[src/rtl/param_menu_pkg.sv]
// Shared types, default timing constants and wrap helpers for the front-panel parameter menu.
package param_menu_pkg;

  typedef enum logic [1:0] {
    ST_BROWSE      = 2'd0,
    ST_BROWSE_HOLD = 2'd1,
    ST_EDIT        = 2'd2,
    ST_EDIT_HOLD   = 2'd3
  } menu_state_t;

  typedef enum logic [2:0] {
    BTN_NONE = 3'd0,
    BTN_UP   = 3'd1,
    BTN_DOWN = 3'd2,
    BTN_NEXT = 3'd3,
    BTN_SET  = 3'd4
  } btn_sel_t;

  localparam int DEF_HOLD_CYCLES    = 32_500_000;
  localparam int DEF_REPEAT_CYCLES  = 6_500_000;
  localparam int DEF_TIMEOUT_CYCLES = 650_000_000;

  // Helpers work on a fixed 8-bit width; callers zero-extend and truncate.
  localparam int FN_W = 8;

  function automatic logic [FN_W-1:0] wrap_inc(input logic [FN_W-1:0] value,
                                               input logic [FN_W-1:0] max_val);
    return (value >= max_val) ? '0 : value + 8'd1;
  endfunction

  function automatic logic [FN_W-1:0] wrap_dec(input logic [FN_W-1:0] value,
                                               input logic [FN_W-1:0] max_val);
    return (value == '0) ? max_val : value - 8'd1;
  endfunction

endpackage

[src/rtl/param_menu_btn_repeat.sv]
// Hold-to-auto-repeat timer: one step on the first held cycle, another after
// HOLD_CYCLES, then one every REPEAT_CYCLES while the button stays held.
module btn_repeat #(
  parameter int HOLD_CYCLES   = 32_500_000,
  parameter int REPEAT_CYCLES = 6_500_000
) (
  input  logic clk_65mhz,
  input  logic held_i,
  input  logic clear_i,
  output logic step_o
);

  localparam int HOLD_W = $clog2(HOLD_CYCLES + 1);
  localparam int REP_W  = $clog2(REPEAT_CYCLES + 1);

  logic [HOLD_W-1:0] hold_q;
  logic [REP_W-1:0]  rep_q;

  // hold_q saturates at HOLD_CYCLES; from then on rep_q paces the repeats.
  always_ff @(posedge clk_65mhz) begin
    if (clear_i || !held_i) begin
      hold_q <= '0;
      rep_q  <= '0;
    end else if (hold_q != HOLD_W'(HOLD_CYCLES)) begin
      hold_q <= hold_q + 1'b1;
    end else if (rep_q == REP_W'(REPEAT_CYCLES - 1)) begin
      rep_q <= '0;
    end else begin
      rep_q <= rep_q + 1'b1;
    end
  end

  assign step_o = held_i && !clear_i &&
                  ((hold_q == '0) || ((hold_q == HOLD_W'(HOLD_CYCLES)) && (rep_q == '0)));

endmodule

[src/rtl/param_menu.sv]
// Front-panel parameter menu: browse/edit FSM with staged value, commit, auto-repeat and edit timeout.
// Optional LIVE_PREVIEW_EN: the selected values slice shows the staged value while editing.
module param_menu
  import param_menu_pkg::*;
#(
  parameter int NUM_PARAMS = 5,
  parameter int VAL_W      = 3,
  parameter logic [NUM_PARAMS*VAL_W-1:0] PARAM_MAX = {3'd2, 3'd4, 3'd1, 3'd1, 3'd3},
  parameter int HOLD_CYCLES    = DEF_HOLD_CYCLES,
  parameter int REPEAT_CYCLES  = DEF_REPEAT_CYCLES,
  parameter int TIMEOUT_CYCLES = DEF_TIMEOUT_CYCLES
) (
  input  logic                          clk_65mhz,
  input  logic                          rst,
  input  logic                          up,
  input  logic                          down,
  input  logic                          next,
  input  logic                          set,
  output logic [NUM_PARAMS*VAL_W-1:0]   values,
  output logic [$clog2(NUM_PARAMS)-1:0] selector_val,
  output logic [VAL_W-1:0]              staged_val,
  output logic                          editing,
  output logic                          commit,
  output logic [1:0]                    button_state
);

  localparam int SEL_W = $clog2(NUM_PARAMS);
  localparam int TO_W  = $clog2(TIMEOUT_CYCLES + 1);

  menu_state_t        state_q;
  btn_sel_t           btn_q;
  logic [SEL_W-1:0]   sel_q;
  logic [VAL_W-1:0]   staged_q;
  logic [VAL_W-1:0]   vals_q [NUM_PARAMS];
  logic [VAL_W-1:0]   max_tbl [NUM_PARAMS];
  logic [TO_W-1:0]    to_q;
  logic               editing_q;
  logic               commit_q;

  logic               btn_lvl_d;
  logic               held_d;
  logic               dir_up_d;
  logic               step_d;
  logic [VAL_W-1:0]   stepped_d;
  logic [FN_W-1:0]    cur_w;
  logic [FN_W-1:0]    max_w;

  genvar gi;
  generate
    for (gi = 0; gi < NUM_PARAMS; gi++) begin : g_max
      assign max_tbl[gi] = PARAM_MAX[gi*VAL_W +: VAL_W];
    end
  endgenerate

  always_comb begin
    btn_lvl_d = 1'b0;
    case (btn_q)
      BTN_UP:   btn_lvl_d = up;
      BTN_DOWN: btn_lvl_d = down;
      BTN_NEXT: btn_lvl_d = next;
      BTN_SET:  btn_lvl_d = set;
      default:  btn_lvl_d = 1'b0;
    endcase
  end

  // The repeat timer sees a fresh up/down press in EDIT, then the latched level in EDIT_HOLD.
  always_comb begin
    held_d   = 1'b0;
    dir_up_d = 1'b1;
    if (state_q == ST_EDIT && btn_q == BTN_NONE) begin
      held_d   = up | down;
      dir_up_d = up;
    end else if (state_q == ST_EDIT_HOLD) begin
      held_d   = btn_lvl_d;
      dir_up_d = (btn_q == BTN_UP);
    end
  end

  btn_repeat #(
    .HOLD_CYCLES  (HOLD_CYCLES),
    .REPEAT_CYCLES(REPEAT_CYCLES)
  ) u_repeat (
    .clk_65mhz(clk_65mhz),
    .held_i   (held_d),
    .clear_i  (rst),
    .step_o   (step_d)
  );

  assign cur_w     = FN_W'(staged_q);
  assign max_w     = FN_W'(max_tbl[sel_q]);
  assign stepped_d = dir_up_d ? VAL_W'(wrap_inc(cur_w, max_w)) : VAL_W'(wrap_dec(cur_w, max_w));

  always_ff @(posedge clk_65mhz) begin
    if (rst) begin
      state_q   <= ST_BROWSE;
      btn_q     <= BTN_NONE;
      sel_q     <= '0;
      staged_q  <= '0;
      to_q      <= '0;
      editing_q <= 1'b0;
      commit_q  <= 1'b0;
      for (int i = 0; i < NUM_PARAMS; i++) vals_q[i] <= '0;
    end else begin
      commit_q <= 1'b0;
      if (step_d) staged_q <= stepped_d;
      case (state_q)
        ST_BROWSE: begin
          if (up)        begin btn_q <= BTN_UP;   state_q <= ST_BROWSE_HOLD; end
          else if (down) begin btn_q <= BTN_DOWN; state_q <= ST_BROWSE_HOLD; end
          else if (next) begin btn_q <= BTN_NEXT; state_q <= ST_BROWSE_HOLD; end
          else if (set)  begin btn_q <= BTN_SET;  state_q <= ST_BROWSE_HOLD; end
        end
        ST_BROWSE_HOLD: begin
          if (!btn_lvl_d) begin
            btn_q   <= BTN_NONE;
            state_q <= ST_BROWSE;
            case (btn_q)
              BTN_UP:   sel_q <= (sel_q == SEL_W'(NUM_PARAMS - 1)) ? '0 : sel_q + 1'b1;
              BTN_DOWN: sel_q <= (sel_q == '0) ? SEL_W'(NUM_PARAMS - 1) : sel_q - 1'b1;
              BTN_NEXT: begin
                staged_q  <= vals_q[sel_q];
                state_q   <= ST_EDIT;
                editing_q <= 1'b1;
                to_q      <= '0;
              end
              default: ;
            endcase
          end
        end
        ST_EDIT: begin
          if (btn_q != BTN_NONE) begin
            // set/next latched: act on release, leaving edit either way.
            if (!btn_lvl_d) begin
              if (btn_q == BTN_SET) begin
                vals_q[sel_q] <= staged_q;
                commit_q      <= 1'b1;
              end
              state_q   <= ST_BROWSE;
              btn_q     <= BTN_NONE;
              staged_q  <= '0;
              editing_q <= 1'b0;
            end
          end else if (up || down) begin
            btn_q   <= up ? BTN_UP : BTN_DOWN;
            state_q <= ST_EDIT_HOLD;
            to_q    <= '0;
          end else if (set) begin
            btn_q <= BTN_SET;
            to_q  <= '0;
          end else if (next) begin
            btn_q <= BTN_NEXT;
            to_q  <= '0;
          end else if (to_q == TO_W'(TIMEOUT_CYCLES - 1)) begin
            state_q   <= ST_BROWSE;
            staged_q  <= '0;
            editing_q <= 1'b0;
            to_q      <= '0;
          end else begin
            to_q <= to_q + 1'b1;
          end
        end
        ST_EDIT_HOLD: begin
          if (!btn_lvl_d) begin
            state_q <= ST_EDIT;
            btn_q   <= BTN_NONE;
            to_q    <= '0;
          end
        end
        default: state_q <= ST_BROWSE;
      endcase
    end
  end

  generate
    for (gi = 0; gi < NUM_PARAMS; gi++) begin : g_out
`ifdef LIVE_PREVIEW_EN
      assign values[gi*VAL_W +: VAL_W] =
        (editing_q && (sel_q == SEL_W'(gi))) ? staged_q : vals_q[gi];
`else
      assign values[gi*VAL_W +: VAL_W] = vals_q[gi];
`endif
    end
  endgenerate

  assign selector_val = sel_q;
  assign staged_val   = staged_q;
  assign editing      = editing_q;
  assign commit       = commit_q;
  assign button_state = state_q;

endmodule

[config.mk]
export PLATFORM = sky130hd
export DESIGN_NAME = param_menu
export DESIGN_NICKNAME = d
export VERILOG_FILES = /design/src/rtl/param_menu_pkg.sv /design/src/rtl/param_menu_btn_repeat.sv /design/src/rtl/param_menu.sv
export SDC_FILE = /design/constraint.sdc
export NUM_CORES = 1
export LEC_CHECK = 0
export ABC_AREA = 1
export BUFFER_PORTS_ARGS = -buffer_cell sky130_fd_sc_hd__buf_2
export CAP_MARGIN = 30
export CORE_MARGIN = 2
export CORE_UTILIZATION = 55
export DETAILED_ROUTE_END_ITERATION = 10
export HOLD_SLACK_MARGIN = 0.02
export PLACE_DENSITY = 0.75
export RECOVER_POWER = 50
export SKIP_LAST_GASP = 1
export SLEW_MARGIN = 20
export SYNTH_ARGS = -nofsm -noshare
export SYNTH_HDL_FRONTEND = slang
export SYNTH_SLANG_ARGS = --single-unit
export TNS_END_PERCENT = 50
[constraint.sdc]
create_clock -name clk_65mhz -period 2.2 [get_ports clk_65mhz]
set_clock_uncertainty 0.1 [all_clocks]
set_input_delay 0.33 -clock clk_65mhz [delete_from_list [all_inputs] [get_ports clk_65mhz]]
set_output_delay 0.33 -clock clk_65mhz [all_outputs]
set_load 0.005 [all_outputs]
Word-level counts from Yosys, hierarchy flattened
Memories as Yosys holds them, arrays and structs flattened. A register that Yosys moved wholly into a read port is not among the register bits.
Index checks and enable logic that the tools add are counted.
Storage, ports and cells
  RAM bits: 15
  bits of input ports: 6
  output and inout bits: 25
  word-level logic and storage cells: 155
  memories kept: 2
  memory bits (read-only): 24
  register bits after elaboration: 91
Operators by class
  bitwise gates (word level): 3
  muxes and demuxes: 80
  eq/ne operators: 26
  $add $sub $neg: 7
  reduce and logical (&&, ||, !) cells: 26
  $lt $le $gt $ge: 2
Memory list
  (name not given): words 8, bits a word 3, rd ports 1, clocked after Yosys merged registers in 0, wr ports 0, RTL line param_menu.sv:90  | assign max_w = FN_W'(max_tbl[sel_q]);
  vals_q: words 5, bits a word 3, rd ports 6, clocked after Yosys merged registers in 1, wr ports 5, RTL line param_menu.sv:34  | logic [VAL_W-1:0] vals_q [NUM_PARAMS];
Operator list (number)
  $mux 30: 8
  $pmux 30 s3: 1
  $mux 3: 29
  $add 30x1->30 const B: 1
  $eq 30x30->1 const B: 1
  $mux 2: 14
  $add 25x1->25 const B: 1
  $eq 25x25->1 const B: 1
  $logic_not 25->1: 1
  $ne 25x25->1 const B: 1
  $add 23x1->23 const B: 1
  $eq 23x23->1 const B: 1
  $logic_not 23->1: 1
  $mux 23: 1
  $mux 1: 21
  $pmux 3 s2: 2
  $pmux 3 s3: 1
  $logic_not 8->1: 1
  $ne 2x2->1 const B: 4
  $ne 4x2->1 const B: 2
  $pmux 2 s4: 1
  $reduce_and 8->1: 1
  $reduce_and 7->1: 1
  $add 3x1->3 const B: 2
  31 further kinds: 46

Longest topological paths before layout
  depth in word-level cells: 14
  mapped depth: 14
  depth with buffers taken out: 13

Modules after synthesis
Synthesis repeated with hierarchy kept, for this count alone.
Second synthesis, totals
  cell total of the unflattened synthesis: 1164
  area total of the unflattened synthesis: 7568.5 um^2
Modules (own cells, without submodules)
  param_menu: sequential area each 1641.6 um^2, times used 1, cells each 656, area an instance 4508.1 um^2
  btn_repeat: sequential area each 960.9 um^2, times used 1, cells each 508, area an instance 3060.4 um^2

Worst setup path before layout
Ideal clock, no wire load.
  kind: register to register
  start: register sel_q[2], in the netlist selector_val[2]
  end: register staged_q[0], in the netlist staged_val[0]
  setup slack: 128 ps
  setup time: 71 ps
  period minus slack after synthesis: 2072 ps
  cell stages (with the launch flop): 15
  buffers on the path: 1
  arrival: 1901 ps
  data required time: 2029 ps
  path through: dfxtp_1 > clkbuf_1 > inv_1 > ha_1 > inv_1 > ha_1 > nand2_1 > nand2_1 > nor2_1 > nand3_1 > nand3_1 > nand2_1 > nand4_1 > nand3_1 > a21oi_1
On the way
  longest elaborated chain between the ends: 14
  elaborated cells between the ends (all ways): 18
  those cells by class: order compare: 1; mux: 15; bitwise: 1; memory: 1
RTL lines
  from (decl): RTL line param_menu.sv:32  | logic [SEL_W-1:0] sel_q;
  from (signal assigned): RTL line param_menu.sv:118  | BTN_UP: sel_q <= (sel_q == SEL_W'(NUM_PARAMS - 1)) ? '0 : sel_q + 1'b1;
  from (signal assigned): RTL line param_menu.sv:119  | BTN_DOWN: sel_q <= (sel_q == '0) ? SEL_W'(NUM_PARAMS - 1) : sel_q - 1'b1;
  $not 3->4 (implied by the code) *: RTL line param_menu.sv:90
  $mem_v2 8x3 *
  $mux 3 (implied by the code) * (2 in a row): RTL line param_menu.sv:90
  $ge 3x3->1: RTL line param_menu_pkg.sv:28  | return (value >= max_val) ? '0 : value + 8'd1;
  $mux 3: RTL line param_menu_pkg.sv:28
  $mux 3 *: RTL line param_menu.sv:91  | assign stepped_d = dir_up_d ? VAL_W'(wrap_inc(cur_w, max_w)) : VAL_W'(wrap_dec(cur_w, max_w));
  $mux 3 *: RTL line param_menu.sv:105  | if (step_d) staged_q <= stepped_d;
  $mux 3: RTL line param_menu.sv:153  | end else if (to_q == TO_W'(TIMEOUT_CYCLES - 1)) begin
  $mux 3: RTL line param_menu.sv:150  | end else if (next) begin
  $mux 3: RTL line param_menu.sv:147  | end else if (set) begin
  $mux 3: RTL line param_menu.sv:143  | end else if (up || down) begin
  $mux 3: RTL line param_menu.sv:131  | if (btn_q != BTN_NONE) begin
  $pmux 3 s2 *: RTL line param_menu.sv:106  | case (state_q)
  to (signal assigned): RTL line param_menu.sv:105
  to (signal assigned): RTL line param_menu.sv:121  | staged_q <= vals_q[sel_q];
  to (decl): RTL line param_menu.sv:33  | logic [VAL_W-1:0] staged_q;
Mark *: on every way between the ends. The rest lies on a longest branch, timed or not. The select of a mux whose other input is x is not followed.
A chain may end at the register's enable or synchronous reset.

Worst setup path after layout
  start: register state_q[1], in the netlist button_state[1]
  end: register to_q[8]
On the way
  longest elaborated chain between the ends: 3
  elaborated cells between the ends (all ways): 10
  those cells by class: eq/ne: 7; mux: 1; reduce/logical: 2
RTL lines
  from (decl): RTL line param_menu.sv:30  | menu_state_t state_q;
  from (signal assigned): RTL line param_menu.sv:95  | state_q <= ST_BROWSE;
  from (signal assigned): RTL line param_menu.sv:108  | if (up) begin btn_q <= BTN_UP; state_q <= ST_BROWSE_HOLD; end
  from (signal assigned): RTL line param_menu.sv:109  | else if (down) begin btn_q <= BTN_DOWN; state_q <= ST_BROWSE_HOLD; end
  $eq 2x1->1 / $eq 2x2->1 (equally long branches): RTL line param_menu.sv:106
  $ne 2x2->1 (no source line) / $reduce_bool 3->1 (equally long branches)
  $reduce_and 5->1 (no source line)
  to (signal assigned): RTL line param_menu.sv:159  | to_q <= to_q + 1'b1;
  to (decl): RTL line param_menu.sv:36  | logic [TO_W-1:0] to_q;
Several ways; a longest one is shown, not always the timed one.

==> results.yml <==
run_status:
  outcome: "finished clean"
timing:
  finalSetupViolations: 0
  hold_viol: 0
  report.final.slew_viol_count: 0
  rsz0062_at_grt: "true"
  tns_ns: 0
  clock.fmax_mhz: 484
  post-route-min-period_ns: 2.07
  whs_ns: 0.132
  tightest_slew_ns: 0.455
  relSlewSlack: 0.696
  fin_crit_sh: 0.939
floorplanning:
  core_um2: 12600
  initial_core_util: 0.563
  rows: 41
  die_w_um: 118
  die_height_um: 118
  die-area_um2: 13800
  pin_count: 31
yosys:
  ys_top_cells_by_area: "dfxtp_1 (26%), nand2_1 (12%), edfxtp_1 (10%), nor2_1 (9.7%), inv_1 (7.0%)"
  synth_cell_types: 43
  yosys_warnings: 0
  syn_avg_cell_area_um2: 6.66
  netlist.area_leader.share: 0.265
  yosys.area.top_type: "dfxtp_1"
  synthFlopType: "dfxtp_1"
  syn-cell-area_um2: 7110
  ys_seq_area_frac: 0.366
  syn-instance-count: 1068
  async_flop_share: 0
  synth_edf_count: 24
  synth_seq_cells: 118
  synth_fp_nets: 1095
global_routing:
  track_usage: 0.261
  antenna_found_initial: 0
  grt_pass1_vias: 6436
  grt_pass1_wl_um: 29900
  grt_max_degree: 21
  grt_overflow_total: 0
pwr:
  power_density_nw_per_um2: 738
  p_int_mw: 4.45
  p_sw_mw: 1.64
  p_clk_frac: 0.484
  leakagePower_nw: 3.19
  seq_power_share: 0.383
  peakVddDrop_mv: 0.596
  switching_share: 0.270
  p_comb_frac: 0.133
cells_and_area:
  layout_commonest_cell: "nand2_1"
  antenna_cells: 0
  final_cell_mix: "nand2_1 (221), nor2_1 (178), inv_1 (129)"
  syn2layout_area_growth_pct: 16.1
  nFillCells: 1186
  final_layout_size_suffix_gt1_frac: 0.111
  num-nets-final: 1154
routing:
  dr.pass1.iters: 6
  vias: 7192
  first_iter_violations: 709
  viasPerCell: 5.48
  wl_per_cell_um: 13.5
  ant_nets: 0
  wirelength_um: 17800
  drc: 0
clock_network:
  cts_tree: "done"
  numCtsBuffers: 17
  clk_pin_slew_ns: 0.06
  cts-root-buf: "clkbuf_16"
  hold_buffers: 0
  clock_sinks: 118
  clk-insertion-delay-late_ns: 0.42
  htreeDepth: 4
  cts_buffer_depth: 2
setup_path:
  path_class: "reg2reg"
  cp_max_fo: 14
  start_kind: "flop"
  arrival_ns: 2.28
  critPathCaptureType: "flop"
  crit_required_ns: 2.42
place:
  gp_congestion: 0.919
  dpl.hpwl_um: 13100
  portBuffers: 30
min_path:
  min_path_type: "in2reg"
job:
  cap_violations: 0
==> what timing repair did <==
action	CTS	global route
setup endpoints to repair	0	51
resized for setup	0	18
setup buffers	0	1
endpoints found under the hold margin	0	0
==> critical path, stage by stage, from the launching register on <==
cell and delay [ns]:
dfxtp_1 0.39, inv_1 0.10, ha_1 0.25, or2_2 0.33, nand2_2 0.10, nand2_4 0.08
inv_4 0.15, nand2_2 0.08, nand2_2 0.20, a21oi_1 0.07, o21a_1 0.11
==> Yosys cell counts, types with 2 or more instances <==
| library cell | instances |
|---|---|
| nor3_1 | 50 |
| or2_2 | 3 |
| inv_2 | 2 |
| xor2_1 | 11 |
| clkinv_1 | 2 |
| a21oi_1 | 64 |
| nand3_1 | 83 |
| nor3b_1 | 3 |
| nor2_1 | 183 |
| nand4_1 | 38 |
| nand2_2 | 7 |
| clkbuf_1 | 12 |
| xnor2_1 | 3 |
| or2_0 | 3 |
| inv_1 | 132 |
| o21ai_0 | 43 |
| a31oi_1 | 4 |
| o31ai_1 | 3 |
| buf_2 | 8 |
| ha_1 | 21 |
| buf_6 | 4 |
| nor3_2 | 2 |
| o211ai_1 | 3 |
| o21ai_1 | 4 |
| nor4_1 | 8 |
| dfxtp_1 | 94 |
| o22ai_1 | 4 |
| a211oi_1 | 6 |
| nand2_1 | 220 |
| nor2_2 | 6 |
| nand3b_1 | 3 |
| edfxtp_1 | 24 |
| o21a_1 | 5 |
==> kinds of logic after synthesis <==
group / count (synthesis) / share of synthesized area
and+or+nand+nor: 615 / 0.381
buffers and inverters: 161 / 0.0910
AOI/OAI and AO/OA: 139 / 0.108
DFF: 118 / 0.366
adders and majority gates: 21 / 0.0370
xor gates and xnor gates: 14 / 0.0173
==> final timing paths <==
path,startpoint,to,slack (ns),cells after the start
worst max-delay path,button_state[1]$_SDFFE_PP0P_,to_q[8]$_SDFFE_PP0P_,0.13,10
worst min-delay path,rst,staged_val[2]$_SDFF_PP0_,0.13,2
worst max register to register,button_state[1]$_SDFFE_PP0P_,to_q[8]$_SDFFE_PP0P_,0.13,10
worst min register to register,editing$_SDFFE_PP0P_,editing$_SDFFE_PP0P_,0.35,2
==> stage by stage <==
step                cells  worst slack, ns  cell area [µm²]  total power [mW]  utilization
global route         1312          -0.0515             8250              6.33        0.654
finish               1312            0.134             8250              6.09        0.654
floorplan            1068            0.128             7110              2.95            -
CTS                  1311           0.0467             8230              6.13        0.652
global placement     1279            0.104             7600              3.19        0.603
detailed placement   1279           0.0908             7600              3.18        0.603
==> cell type report <==
type	count	area (µm²)	area share
Clock inverter	15	204	0.0247
Timing Repair Buffer	64	377	0.0457
Multi-Input combinational cell	789	3900	0.473
Sequential cell	118	2610	0.316
Inverter	137	524	0.0636
Clock buffer	17	425	0.0516
Tap cell	172	215	0.0261
==> power by group through the flow <==
stage               Combinational, mW  Clock, mW  Sequential [mW]
floorplan                       0.586          0             2.36
global placement                0.816          0             2.37
detailed placement              0.805          0             2.37
CTS                             0.819       2.98             2.33
global route                    0.907       3.08             2.34
finish                          0.808       2.95             2.33
==> per-layer routing <==
layer | routed length [µm] | up-vias | track usage
met4 | 320 | 0 | 0.0866
met3 | 981 | 36 | 0.0552
met1 | 8380 | 3274 | 0.360
met5 | 0 | - | 0
li1 | - | 3635 | -
met2 | 8100 | 247 | 0.408
==> state kept, by name, summed over array words and instances, names as in the netlist, named ones only <==
signal	count
to_q	30
u_repeat.hold_q	25
vals_q	24
u_repeat.rep_q	23
btn_q	3
selector_val	3
staged_val	3
button_state	2
commit	1
editing	1
Note: power is estimated with default switching activity, not from simulation.
